### src/rtl/status_flush_pkg.sv
// Shared types and helpers for the status capture / flush path.
package status_flush_pkg;

    typedef enum logic {
        IDLE = 1'b0,
        SEND = 1'b1
    } flush_state_e;

    // Default flag positions for the 5-bit control-path status word.
    localparam int IMG1  = 0;
    localparam int IMG2  = 1;
    localparam int ERASE = 2;
    localparam int ERR   = 3;
    localparam int BOOT  = 4;

    // Number of bytes needed to carry a status word of the given width.
    function automatic int num_bytes(input int width);
        return (width + 7) / 8;
    endfunction

endpackage

### src/rtl/status_live_reg.sv
// Live status register: the first accumulates, the second is sticky.
// Live bits follow the input. Sticky bits OR-accumulate and are cleared
// when a snapshot is taken. merged_o is the next-state value before that
// clear, so a snapshot taken in the same cycle as an update includes it.
module status_live_reg
    import status_flush_pkg::*;
#(
    parameter int                    STAT_WIDTH  = 5,
    parameter logic [STAT_WIDTH-1:0] STICKY_MASK = STAT_WIDTH'(5'b01000)
) (
    input  logic                  clk,
    input  logic                  rst,
    input  logic [STAT_WIDTH-1:0] status_i,
    input  logic                  valid_i,
    input  logic                  clear_i,
    output logic [STAT_WIDTH-1:0] merged_o
);

    logic [STAT_WIDTH-1:0] live_q;
    logic [STAT_WIDTH-1:0] live_d;

    // Merge the qualified input into the held flags.
    always_comb begin
        merged_o = live_q;
        if (valid_i) begin
            merged_o = (status_i & ~STICKY_MASK) | ((live_q | status_i) & STICKY_MASK);
        end
        live_d = clear_i ? (merged_o & ~STICKY_MASK) : merged_o;
    end

    // Hold the live flags; sticky events are reported exactly once.
    always_ff @(posedge clk or posedge rst) begin
        if (rst) begin
            live_q <= '0;
        end else begin
            live_q <= live_d;
        end
    end

endmodule

### src/rtl/status_flush_ctrl.sv
// Status capture and flush: snapshots the live flags on request and
// streams the snapshot LSB-first as bytes over valid/ready.
//
//   state | meaning
//   ------+--------------------------------------------------------
//   IDLE  | no transfer; start_flush takes a snapshot
//   SEND  | presenting snap byte idx; one request may queue in pend
module status_flush_ctrl
    import status_flush_pkg::*;
#(
    parameter int                    STAT_WIDTH  = 5,
    parameter logic [STAT_WIDTH-1:0] STICKY_MASK = STAT_WIDTH'(5'b01000)
) (
    input  logic                  clk,
    input  logic                  rst,
    input  logic [STAT_WIDTH-1:0] in_status_flush,
    input  logic                  in_valid_flush,
    input  logic                  start_flush,
    input  logic                  out_ready_flush,
    output logic [7:0]            out_data_flush,
    output logic                  out_valid_flush,
    output logic                  out_last_flush,
    output logic                  busy_flush,
    output logic                  missed_flush
);

    localparam int NUM_BYTES = num_bytes(STAT_WIDTH);
    localparam int IDX_W     = (NUM_BYTES > 1) ? $clog2(NUM_BYTES) : 1;
    localparam int PAD_W     = NUM_BYTES * 8;

    flush_state_e          state_q, state_d;
    logic [IDX_W-1:0]      idx_q, idx_d;
    logic                  pend_q, pend_d;
    logic                  missed_q, missed_d;
    logic [PAD_W-1:0]      snap_q, snap_d;
    logic                  snap_en;
    logic                  at_last;
    logic [STAT_WIDTH-1:0] live_merged;

    status_live_reg #(
        .STAT_WIDTH  (STAT_WIDTH),
        .STICKY_MASK (STICKY_MASK)
    ) u_live (
        .clk      (clk),
        .rst      (rst),
        .status_i (in_status_flush),
        .valid_i  (in_valid_flush),
        .clear_i  (snap_en),
        .merged_o (live_merged)
    );

    assign at_last = (idx_q == IDX_W'(NUM_BYTES - 1));

    // Next-state: a request on the final accepted byte is treated as
    // arriving with pend clear, so it can chain without an idle cycle.
    always_comb begin
        state_d  = state_q;
        idx_d    = idx_q;
        pend_d   = pend_q;
        missed_d = missed_q;
        snap_en  = 1'b0;
        case (state_q)
            IDLE: begin
                if (start_flush) begin
                    snap_en = 1'b1;
                    idx_d   = '0;
                    state_d = SEND;
                end
            end
            SEND: begin
                if (out_ready_flush && at_last) begin
                    if (pend_q || start_flush) begin
                        snap_en = 1'b1;
                        idx_d   = '0;
                        pend_d  = pend_q && start_flush;
                    end else begin
                        state_d = IDLE;
                    end
                end else begin
                    if (out_ready_flush) begin
                        idx_d = idx_q + 1'b1;
                    end
                    if (start_flush) begin
                        if (pend_q) begin
                            missed_d = 1'b1;
                        end else begin
                            pend_d = 1'b1;
                        end
                    end
                end
            end
            default: state_d = IDLE;
        endcase
        snap_d = snap_en ? PAD_W'(live_merged) : snap_q;
    end

    // Control state, byte index, queued request and snapshot registers.
    always_ff @(posedge clk or posedge rst) begin
        if (rst) begin
            state_q  <= IDLE;
            idx_q    <= '0;
            pend_q   <= 1'b0;
            missed_q <= 1'b0;
            snap_q   <= '0;
        end else begin
            state_q  <= state_d;
            idx_q    <= idx_d;
            pend_q   <= pend_d;
            missed_q <= missed_d;
            snap_q   <= snap_d;
        end
    end

    // Byte select from registered snapshot and index only.
    always_comb begin
        out_data_flush = 8'h00;
        for (int b = 0; b < NUM_BYTES; b++) begin
            if (idx_q == IDX_W'(b)) begin
                out_data_flush = snap_q[8*b +: 8];
            end
        end
    end

    assign out_valid_flush = (state_q == SEND);
    assign out_last_flush  = (state_q == SEND) && at_last;
    assign busy_flush      = (state_q != IDLE) || pend_q;
    assign missed_flush    = missed_q;

endmodule

### config.mk
export PLATFORM = sky130hd
export DESIGN_NAME = status_flush_ctrl
export DESIGN_NICKNAME = d
export VERILOG_FILES = /design/src/rtl/status_flush_pkg.sv /design/src/rtl/status_live_reg.sv /design/src/rtl/status_flush_ctrl.sv
export SDC_FILE = /design/constraint.sdc
export NUM_CORES = 1
export LEC_CHECK = 0
export ABC_CLOCK_PERIOD_IN_PS = 2000
export CORE_MARGIN = 2
export CORE_UTILIZATION = 25
export DETAILED_ROUTE_END_ITERATION = 16
export HOLD_SLACK_MARGIN = 0.03
export PLACE_DENSITY = 0.46
export SLEW_MARGIN = 20
export SYNTH_ARGS = -nofsm -noshare
export SYNTH_HDL_FRONTEND = slang
export SYNTH_SLANG_ARGS = --single-unit
### constraint.sdc
create_clock -name clk -period 2 [get_ports clk]
set_input_delay 0.5 -clock clk [delete_from_list [all_inputs] [get_ports clk]]
set_output_delay 0.5 -clock clk [all_outputs]
set_load 0.02 [all_outputs]
# Yosys cells after proc, flatten, opt, wreduce, memory -nomap -nowiden
# Cells that the tools add are included.
dict set report totals {
  elab_cells 42
  ff_bits 14
  out_inout_bits 12
  inputBits 10
}
dict set report classes {
  n_bitwise 5
  n_addsub 1
  n_eq_ne 4
  n_mux 17
  n_reduce_logical 9
}
# op count
set ops {}
lappend ops {{$mux W1} 11}
lappend ops {{$mux W5} 2}
lappend ops {{$ne A3 B2 Y1 const B} 2}
lappend ops {{$pmux W1 S2} 3}
lappend ops {{$reduce_and A3 Y1} 2}
lappend ops {{$or A5 B4 Y5} 1}
lappend ops {{$mux W4} 1}
lappend ops {{$or A4 B4 Y4} 1}
lappend ops {{$reduce_and A4 Y1} 1}
lappend ops {{$logic_and A1 B1 Y1} 3}
lappend ops {{$not A1 Y1} 3}
lappend ops {{$logic_or A1 B1 Y1} 2}
lappend ops {{$ne A2 B1 Y1 const B} 1}
lappend ops {{$ne A2 B2 Y1 const B} 1}
lappend ops {{$reduce_bool A2 Y1} 1}
lappend ops {{$add A1 B1 Y1 const B} 1}

# Logic depth before layout (Yosys ltp)
# Gate-level depths: netlist of run 1.
dict set report depth {
  word_depth 5
  depth_mapped 4
  ltp_nobuf 3
}

# Hierarchy
# From an unflattened synthesis of run 1, not the netlist that was laid out.
dict set report hier_totals {
  hier_cells 55
  area_unflattened_um2 701.9
}
# mod area_per_inst_um2 cells_per_inst seq_area_each_um2 n_inst
set modules_own_cells {}
lappend modules_own_cells {status_flush_ctrl 475.5 39 225.2 1}
lappend modules_own_cells {status_live_reg 226.5 16 125.1 1}

# Worst setup path before layout of run 1
# Ideal clock, no wire load.
dict set report synth_timing {
  kind {register to output}
  from {reg state_q (netlist: out_valid_flush)}
  to {out busy_flush}
  t_arrival_ns 0.937
  path_stages_with_launch 3
  slack_ns 0.563
  path_buffers 1
  t_required_ns 1.500
  cell_sequence {dfrtp_1 buf_6 or2_2}
}
dict set report synth_between {
  elab_chain_cells 1
}
# item line_no
set synth_lines {}
lappend synth_lines {{start: declaration} status_flush_ctrl.sv:31} ;# flush_state_e state_q, state_d;
lappend synth_lines {{start signal: assignment} status_flush_ctrl.sv:106} ;# state_q <= state_d;
lappend synth_lines {{$logic_or A1 B1 Y1} status_flush_ctrl.sv:126} ;# assign busy_flush = (state_q != IDLE) || pend_q;
lappend synth_lines {{end: declaration} status_flush_ctrl.sv:23} ;# output logic busy_flush,
# Every way passes these cells.

# Worst setup path after layout of run 1
dict set report layout_timing {
  from {reg pend_q}
  to {out busy_flush}
}
dict set report layout_between {
  elab_chain_cells 1
}
# item line_no
set layout_lines {}
lappend layout_lines {{start: declaration} status_flush_ctrl.sv:33} ;# logic pend_q, pend_d;
lappend layout_lines {{start signal: assignment} status_flush_ctrl.sv:108} ;# pend_q <= pend_d;
lappend layout_lines {{$logic_or A1 B1 Y1} status_flush_ctrl.sv:126}
# Every way passes these cells.

==> impl_metrics.py, run 1 <==
metrics = {
    "yosys": {
        "ys_types": 19,
        "avgSynthCellArea_um2": 12.8,
        "ys_ff_latch": 14,
        "seq_area_frac_synth_pct": 53.7,
        "netlist_instances": 51,
        "synth_warnings": 0,
        "synth_area_um2": 652,
    },
    "power": {
        "p_switching_uw": 213,
        "intPower_uw": 507,
        "leakage_uw": 0.000382,
        "power.density_nw_per_um2": 825,
        "power_frac_seq_pct": 48.1,
        "comb_power_share_pct": 31.2,
        "p_sw_share_pct": 29.6,
        "pwr-share-clk_pct": 20.7,
        "vdd_drop_max_v": 0.000305,
    },
    "sta": {
        "finalSetupViolCount": 0,
        "setup_slack_ns": 0.176,
        "post-route-min-period_ns": 1.82,
        "worst-slew-pin-transition_ns": 0.534,
        "slew_violations": 0,
        "fin_worst_skew_ns": 0.00223,
        "hold_viol": 0,
        "fmaxAchievable_ghz": 0.548,
        "setup_tns_ns": 0,
        "grt_setup_unrepaired": "no",
        "finalCritPeriodShare_pct": 91.2,
        "relSlewSlack_pct": 64.3,
    },
    "routing": {
        "drc": 0,
        "routed_wl_um": 1120,
        "via_count": 419,
        "viasPerCell": 4.11,
        "antenna_left": 0,
        "drtIter0Drc": 4,
        "wl_per_cell_um": 11.0,
        "firstDrtPassIters": 4,
    },
    "floorplanning": {
        "ios": 22,
        "fp.dieH_um": 55.1,
        "die_w_um": 55.1,
        "core_area_um2": 2480,
        "std_cell_rows": 18,
        "dieArea_um2": 3030,
        "start_util_pct": 26.3,
    },
    "setup_path": {
        "r2r-end": "snap_q[0]",
        "critical_path_class": "reg2out",
        "crit_end": "busy_flush",
        "reg2reg_depth": 3,
        "crit_chain": "or2_2, dlygate4sd2_1",
        "start_kind": "flip-flop",
        "crit_buf_inv": 1,
        "crit_start": "pend_q",
        "critPathCaptureType": "primary output",
        "critPathRequiredTime_ns": 1.50,
        "reg2reg_setup_slack_ns": 0.59,
        "worstSetupPathDepth": 2,
        "timing.rr.start": "idx_q",
        "cp_max_fo": 6,
        "arrival_ns": 1.32,
        "path_delay_family": "flip-flops",
        "slowest_stage": "dfrtp_1",
        "critical_path.max_stage_delay_ns": 0.43,
    },
    "cts": {
        "clockRootBuffer": "clkbuf_4",
        "cts_max_level": 1,
        "clock_latency_ns": 0.26,
        "cts_setup_buffers": 0,
        "clock_sinks": 14,
        "cts_buffers": 3,
        "clk_pin_slew_ns": 0.08,
        "cts_tree": "built",
        "cts_buffer_depth": 2,
    },
    "global_route": {
        "grt_max_degree": 15,
        "grt_pass1_wl_um": 1790,
        "antenna_found_initial": 0,
        "grt_overflow": 0,
        "first_global_vias": 409,
        "track_usage_pct": 8.52,
    },
    "cells_and_area": {
        "areaGrowthSynthToFinish_pct": 33.8,
        "layout-drive-gt1-share_pct": 27.8,
        "design_area_um2": 872,
        "nFillCells": 258,
        "n_antenna_cell": 0,
        "finish.utilization_pct": 35.2,
        "nNetsFinal": 84,
    },
    "run": {
        "cap_violations": 0,
    },
    "place": {
        "placed_area_um2": 858,
        "globalplace.congestion": 0.773,
        "preCtsSetupSlack_ns": 0.116,
        "io_buffers": 18,
        "dp_hpwl_um": 867,
    },
    "run_status": {
        "status": "completed",
    },
    "worst_hold_path": {
        "hp-class": "reg2reg",
    },
}
-- cell families (layout without fill, tap and decap cells) --
| kind of cell | Yosys count | in the layout | share of synthesized area [%] |
|---|---|---|---|
| DFF | 14 | 14 | 53.7 |
| other | 1 | 3 | 0.575 |
| and+or+nand+nor | 13 | 13 | 14.0 |
| buffers and inverters | 6 | 25 | 6.33 |
| muxes | 10 | 10 | 16.9 |
| AOI/OAI and AO/OA | 7 | 7 | 8.44 |
-- cells in the final DEF, fill, tap and decap left out --
cell type,instances
nand2b_4,1
and2_2,1
a21oi_2,1
and2b_2,2
or2_2,1
nand2b_1,2
clkdlybuf4s50_1,11
dlygate4sd2_1,7
clkbuf_4,3
a21oi_1,3
nor2_1,3
a21oi_4,1
a41o_1,1
conb_1,3
dfrtp_1,14
buf_4,2
o21ai_0,1
mux2i_1,2
and2b_1,3
inv_1,2
mux2_2,8
-- worst reg2reg max path: stages, from the launching register on --
cell and delay [ns]:
dfrtp_1 0.47, nand2b_4 0.20, a21oi_4 0.26, mux2_2 0.37
-- state kept, by name, indices dropped and copies added, names as in the netlist --
register and cells:
snap_q 5, idx_q 1, out_valid_flush 1, pend_q 1, missed_flush 1, u_live.live_q 5
-- layout make-up --
cell class / instances / area (um^2) / area share, %
timing repair buffer: 20 / 186 / 21.4
inverter: 2 / 7.51 / 0.861
clock buffer: 3 / 22.5 / 2.58
multi-input combinational: 33 / 268 / 30.7
tap: 30 / 37.5 / 4.30
sequential: 14 / 350 / 40.2
-- repair_timing --
item | in CTS | in global routing
setup endpoints to repair | 7 | 0
hold buffers | 0 | 0
resized for setup | 7 | 0
-- power by group through the flow --
stage / logic [uW] / registers (uW) / clock network [uW]
2_1_floorplan: 149 / 352 / 0
3_3_place_gp: 250 / 353 / 0
3_5_place_dp: 252 / 353 / 0
4_1_cts: 230 / 347 / 158
5_1_grt: 247 / 352 / 176
6_report: 225 / 346 / 149
-- synth_stat cells, drive strengths merged --
master | instances | share of area [%]
a21oi | 5 | 6.1
a41o | 1 | 1.5
and2 | 1 | 1.2
and2b | 5 | 6.1
buf | 4 | 5.2
conb | 1 | 0.58
dfrtp | 14 | 54
inv | 2 | 1.2
mux2 | 8 | 14
mux2i | 2 | 3.1
nand2b | 3 | 4.0
nor2 | 3 | 1.7
o21ai | 1 | 0.77
or2 | 1 | 0.96
-- worst min path at each step --
stage | start | to | slack, ns | cells past startpoint
global route | u_live.live_q[4] | u_live.live_q[4] | 0.52 | 1
finish | missed_flush | missed_flush | 0.48 | 1
floorplan | rst | idx_q | 0.39 | 1
global placement | missed_flush | missed_flush | 0.46 | 1
CTS | missed_flush | missed_flush | 0.50 | 1
detailed placement | missed_flush | missed_flush | 0.47 | 1
-- layer usage --
| layer | up-vias | track usage, % | part of all wire (%) |
|---|---|---|---|
| li1 | 209 | - | - |
| met1 | 193 | 11.0 | 49 |
| met4 | 0 | 3.66 | 0.63 |
| met5 | - | 0 | 0 |
| met2 | 15 | 13.3 | 43 |
| met3 | 2 | 2.42 | 7.6 |
-- through the flow --
stage	cells	power, uW	hold slack (ns)
2_1_floorplan	53	501	0.389
3_3_place_gp	99	603	0.457
3_5_place_dp	99	605	0.473
6_report	102	720	0.485
5_1_grt	102	775	0.518
4_1_cts	102	735	0.496
Power figures use the tool's default switching activity.
==> run 2: changes to the inputs <==
Settings changed: CELL_PAD_IN_SITES_DETAIL_PLACEMENT from default to 2, CELL_PAD_IN_SITES_GLOBAL_PLACEMENT from default to 2, PLACE_DENSITY 0.46 to 0.67.
==> run 2 against run 1 <==
  * Cell count is 0.98% higher
  * Routed wire length is 17% higher
  * First-iteration DRC count is 75% lower
  * Sequential power is 1% higher
  * Core utilization is 0.76 points higher
  * Non-clock buffer count stayed put
  * Sequential share of layout area is 0.71 points lower
  * Combinational power is 2% higher
  * Power is 7.9% higher
  * Largest cell class unchanged
==> impl_metrics.py, run 2 (synthesized netlist as in run 1, its figures left out) <==
metrics = {
    "run_status": {
        "status": "completed",
    },
    "power": {
        "leakage_uw": 0.000396,
        "vdd_drop_max_v": 0.000321,
        "power.density_nw_per_um2": 872,
    },
    "global_route": {
        "met1_usage_pct": 13.0,
        "grtUsageMet2_pct": 17.7,
        "first_global_vias": 477,
        "grt_max_degree": 15,
        "use_met3_pct": 2.69,
        "grt_overflow": 0,
        "top_usage_layer": "met2",
        "grt_pass1_wl_um": 2240,
        "antenna_found_initial": 0,
        "track_usage_pct": 10.8,
    },
    "setup_path": {
        "reg2reg_depth": 3,
        "reg2reg_setup_slack_ns": 0.62,
        "crit_chain": "or2_2, dlygate4sd2_1",
        "r2r-end": "snap_q[0]",
        "timing.rr.start": "idx_q",
        "critPathRequiredTime_ns": 1.50,
        "start_kind": "flip-flop",
        "critPathCaptureType": "primary output",
        "critical_path.max_stage_delay_ns": 0.45,
        "critical_path_class": "reg2out",
        "arrival_ns": 1.34,
        "slowest_stage": "dfrtp_1",
        "cp_max_fo": 6,
    },
    "sta": {
        "setup_tns_ns": 0,
        "relSlewSlack_pct": 63.2,
        "fmaxAchievable_ghz": 0.544,
        "finalCritPeriodShare_pct": 92.0,
        "fin_worst_skew_ns": 0.00312,
        "post-route-min-period_ns": 1.84,
        "hold_viol": 0,
        "worst-slew-pin-transition_ns": 0.552,
        "slew_violations": 0,
        "finalSetupViolCount": 0,
        "grt_setup_unrepaired": "no",
    },
    "cells_and_area": {
        "final_cells": 103,
        "nNetsFinal": 84,
        "top_regs": "snap_q: 5 flops, u_live.live_q: 5 flops",
        "final_cell_mix": "dfrtp_1, clkdlybuf4s50_1, mux2_2",
        "areaGrowthSynthToFinish_pct": 36.7,
        "n_antenna_cell": 0,
        "layout-drive-gt1-share_pct": 30.1,
        "layout_commonest_cell": "dfrtp_1",
    },
    "floorplanning": {
        "dieArea_um2": 3030,
        "core_area_um2": 2480,
        "ios": 22,
        "std_cell_rows": 18,
        "start_util_pct": 26.3,
        "fp.dieH_um": 55.1,
        "die_w_um": 55.1,
    },
    "routing": {
        "wl_per_cell_um": 12.7,
        "viasPerCell": 4.31,
        "firstDrtPassIters": 2,
        "routed_wl_um": 1310,
        "antenna_left": 0,
        "drc": 0,
        "drtIter0Drc": 1,
        "via_count": 444,
    },
    "place": {
        "io_buffers": 18,
        "dpl.cell_count": 99,
        "dp_hpwl_um": 1010,
        "globalplace.congestion": 0.702,
    },
    "cts": {
        "clock_latency_ns": 0.27,
        "cts_setup_buffers": 0,
        "clockRootBuffer": "clkbuf_4",
        "cts_buffer_depth": 2,
        "cts_tree": "built",
        "cts_max_level": 1,
        "postCtsHoldBufs": 0,
        "cts_buffers": 3,
        "clk_pin_slew_ns": 0.08,
        "clock_sinks": 14,
    },
    "worst_hold_path": {
        "holdPathEnd": "missed_flush",
        "holdPathStages": 1,
        "hp-class": "reg2reg",
        "min_from": "missed_flush",
    },
    "run": {
        "cap_violations": 0,
    },
}
run 2: cell count changes in the layout (fill, tap and decap cells not counted), sizes merged:
cell and delta:
dlygate4sd2 -1, clkbuf +1, dlymetal6s2s +1
run 2: layout make-up:
type	count	area [um^2]
Tap cell	30	37.5
Inverter	2	7.51
Clock buffer	4	36.3
Fill cell	277	1590
Sequential cell	14	352
Multi-Input combinational cell	33	268
Timing Repair Buffer	20	190
run 2: worst max-delay path by stage:
stage | cells after the start | from | to | slack, ns
after floorplan | 2 | out_valid_flush | busy_flush | 0.56
after global placement | 4 | out_ready_flush | snap_q[2] | 0.13
after detailed placement | 4 | out_ready_flush | snap_q[0] | 0.12
after CTS | 2 | idx_q | out_data_flush[3] | 0.02
after global routing | 2 | pend_q | busy_flush | 0.10
final | 2 | pend_q | busy_flush | 0.16
run 2: through the flow:
step                      instance area (um^2)  power [uW]  hold slack (ns)  utilization (%)  setup slack (ns)
final                                      891         777            0.480             36.0             0.161
after global routing                       891         832            0.498             36.0             0.104
after CTS                                  888         793            0.484             35.9            0.0229
after detailed placement                   858         610            0.460             34.6             0.116
after global placement                     858         602            0.456             34.6             0.131
after floorplan                            659         501            0.389                -             0.563
run 2: worst max-delay path: cells and delay by family, from the launching register on:
family | cells | cell delay [ns]
buf+inv | 1 | 0.32
simple gates | 1 | 0.31
flops | 1 | 0.45
run 2: repair_timing:
item                       in CTS  in global routing
setup endpoints to repair       7                  1
pin swaps                       0                  0
gates resized for setup         7                  1
gates cloned                    0                  0
run 2: report_power, final:
part | switching (uW) | internal, uW | leakage [uW]
clock network | 88.0 | 110 | 0.0000210
logic | 115 | 114 | 0.000213
registers | 22.9 | 327 | 0.000162
run 2: per-layer routing:
metal / share of wire [%] / up-vias / wire length (um)
li1: - / 209 / -
met1: 44 / 220 / 574
met2: 47 / 13 / 622
met3: 6.8 / 2 / 89
met4: 2.0 / 0 / 26
met5: 0 / - / 0
==> run 3: changes to the inputs <==
Settings changed: ABC_CLOCK_PERIOD_IN_PS 2000 to 1860, CTS_CLUSTER_SIZE from default to 24, GPL_ROUTABILITY_DRIVEN from default to 0.
Clock period 2 ns to 1.86 ns, I/O delays scaled along.
==> run 3 against run 2 <==
  * Core utilization rose by 0.45 points
  * Worst setup slack got worse by 0.064 ns
  * Sequential share of layout area fell by 0.49 points
  * Cell count rose by 1.9%
  * First-iteration DRC count rose by 100%
  * Power rose by 10%
  * Register-to-register slack got worse by 0.13 ns
  * Critical path depth did not move
  * Sequential power rose by 6.0%
  * Combinational power rose by 15%
  * Routed wire length rose by 12%
  * Hold slack improved by 0.012 ns
  * Critical path type unchanged
  * Critical endpoint is now out_data_flush[2]
  * Largest cell class unchanged
  * Largest power group unchanged
==> impl_metrics.py, run 3 (synthesized netlist as in run 1, its figures left out) <==
metrics = {
    "cts": {
        "cts_buffer_depth": 2,
        "clock_latency_ns": 0.28,
        "clockRootBuffer": "clkbuf_4",
        "clk_pin_slew_ns": 0.09,
        "cts_tree": "built",
        "cts_buffers": 3,
        "postCtsHoldBufs": 0,
        "clock_sinks": 14,
        "cts_max_level": 1,
    },
    "routing": {
        "drtIter0Drc": 2,
        "antenna_left": 0,
        "firstDrtPassIters": 2,
        "viasPerCell": 4.30,
        "drc": 0,
        "via_count": 451,
        "routed_wl_um": 1470,
        "wl_per_cell_um": 14.0,
    },
    "place": {
        "io_buffers": 18,
        "dpl.cell_count": 101,
        "dp_hpwl_um": 1080,
    },
    "cells_and_area": {
        "final_cells": 105,
        "areaGrowthSynthToFinish_pct": 38.4,
        "top_regs": "snap_q: 5 flops, u_live.live_q: 5 flops",
        "final_cell_mix": "dfrtp_1, clkdlybuf4s50_1, mux2_2",
        "n_antenna_cell": 0,
        "layout-drive-gt1-share_pct": 32.0,
        "finish.utilization_pct": 36.4,
        "layout_commonest_cell": "dfrtp_1",
        "nNetsFinal": 86,
    },
    "setup_path": {
        "cp_max_fo": 8,
        "critical_path_class": "reg2out",
        "start_kind": "flip-flop",
        "arrival_ns": 1.30,
        "slowest_stage": "dfrtp_2",
        "critical_path.max_stage_delay_ns": 0.47,
        "crit_buf_inv": 1,
        "critPathRequiredTime_ns": 1.39,
        "path_delay_family": "flip-flops",
        "crit_chain": "and2b_2, dlygate4sd2_1",
        "critPathCaptureType": "primary output",
    },
    "global_route": {
        "track_usage_pct": 11.4,
        "grt_pass1_wl_um": 2300,
        "first_global_vias": 502,
        "grt_max_degree": 15,
        "grt_overflow": 0,
        "antenna_found_initial": 0,
    },
    "sta": {
        "setup_tns_ns": 0,
        "relSlewSlack_pct": 63.5,
        "post-route-min-period_ns": 1.76,
        "slew_violations": 0,
        "finalCritPeriodShare_pct": 94.8,
        "hold_ws_ns": 0.492,
        "worst-slew-pin-transition_ns": 0.548,
        "fmaxAchievable_ghz": 0.567,
        "fin_worst_skew_ns": 0.00498,
        "hold_viol": 0,
        "grt_setup_unrepaired": "no",
        "finalSetupViolCount": 0,
    },
    "power": {
        "comb_power_share_pct": 30.8,
        "intPower_uw": 597,
        "vdd_drop_max_v": 0.000308,
        "pwr-share-clk_pct": 25.9,
        "p_sw_share_pct": 30.1,
        "power.density_nw_per_um2": 948,
        "leakage_uw": 0.000398,
        "power_frac_seq_pct": 43.4,
        "p_switching_uw": 258,
    },
    "floorplanning": {
        "ios": 22,
        "start_util_pct": 26.3,
        "std_cell_rows": 18,
        "fp.dieH_um": 55.1,
        "die_w_um": 55.1,
        "dieArea_um2": 3030,
        "core_area_um2": 2480,
    },
    "run": {
        "cap_violations": 0,
    },
    "worst_hold_path": {
        "hp-class": "reg2reg",
    },
    "run_status": {
        "status": "completed",
    },
}
run 3: cell types whose count changed in the layout (fill, tap and decap cells not counted):
cell / delta
dlymetal6s2s_1: -1
buf_4: +2
dlygate4sd2_1: +1
run 3: layer usage:
metal / track usage [%] / up-vias / share of wire [%]
met3: 2.69 / 2 / 5.7
met2: 19.8 / 13 / 49
li1: - / 211 / -
met5: 0 / - / 0
met1: 13.2 / 225 / 44
met4: 4.88 / 0 / 0.82
run 3: final timing paths:
path / start / endpoint / slack, ns / depth (start not counted)
min: missed_flush / missed_flush / 0.49 / 1
min reg2reg: missed_flush / missed_flush / 0.49 / 1
max: idx_q / out_data_flush[2] / 0.1 / 2
max reg2reg: idx_q / snap_q[2] / 0.49 / 3
max in group asynchronous: rst / idx_q / 0.94 / 2
min in group asynchronous: rst / out_valid_flush / 0.53 / 2
run 3: layout make-up:
cell class | instances | area (um^2)
Clock buffer | 4 | 36.3
Inverter | 2 | 7.51
Timing Repair Buffer | 22 | 201
Multi-Input combinational cell | 33 | 268
Tap cell | 30 | 37.5
Sequential cell | 14 | 352
Fill cell | 294 | 1580
run 3: power groups by stage:
| stage | combinational (uW) | sequential [uW] | clock, uW |
|---|---|---|---|
| floorplan | 161 | 379 | 0 |
| global placement | 280 | 376 | 0 |
| detailed placement | 291 | 378 | 0 |
| CTS | 268 | 371 | 232 |
| global route | 288 | 379 | 245 |
| finish | 263 | 371 | 221 |
run 3: repair_timing:
| action | CTS | global route |
|---|---|---|
| gates resized for setup | 8 | 0 |
| endpoints found under the setup margin | 7 | 0 |
| setup buffers | 0 | 0 |
run 3: per-stage QoR:
stage	worst slack, ns	area (um^2)	total power (uW)
2_1_floorplan	0.458	659	539
3_3_place_gp	0.0425	873	656
3_5_place_dp	0.0193	873	669
4_1_cts	0.0665	902	871
5_1_grt	0.0296	902	913
6_report	0.0969	902	855
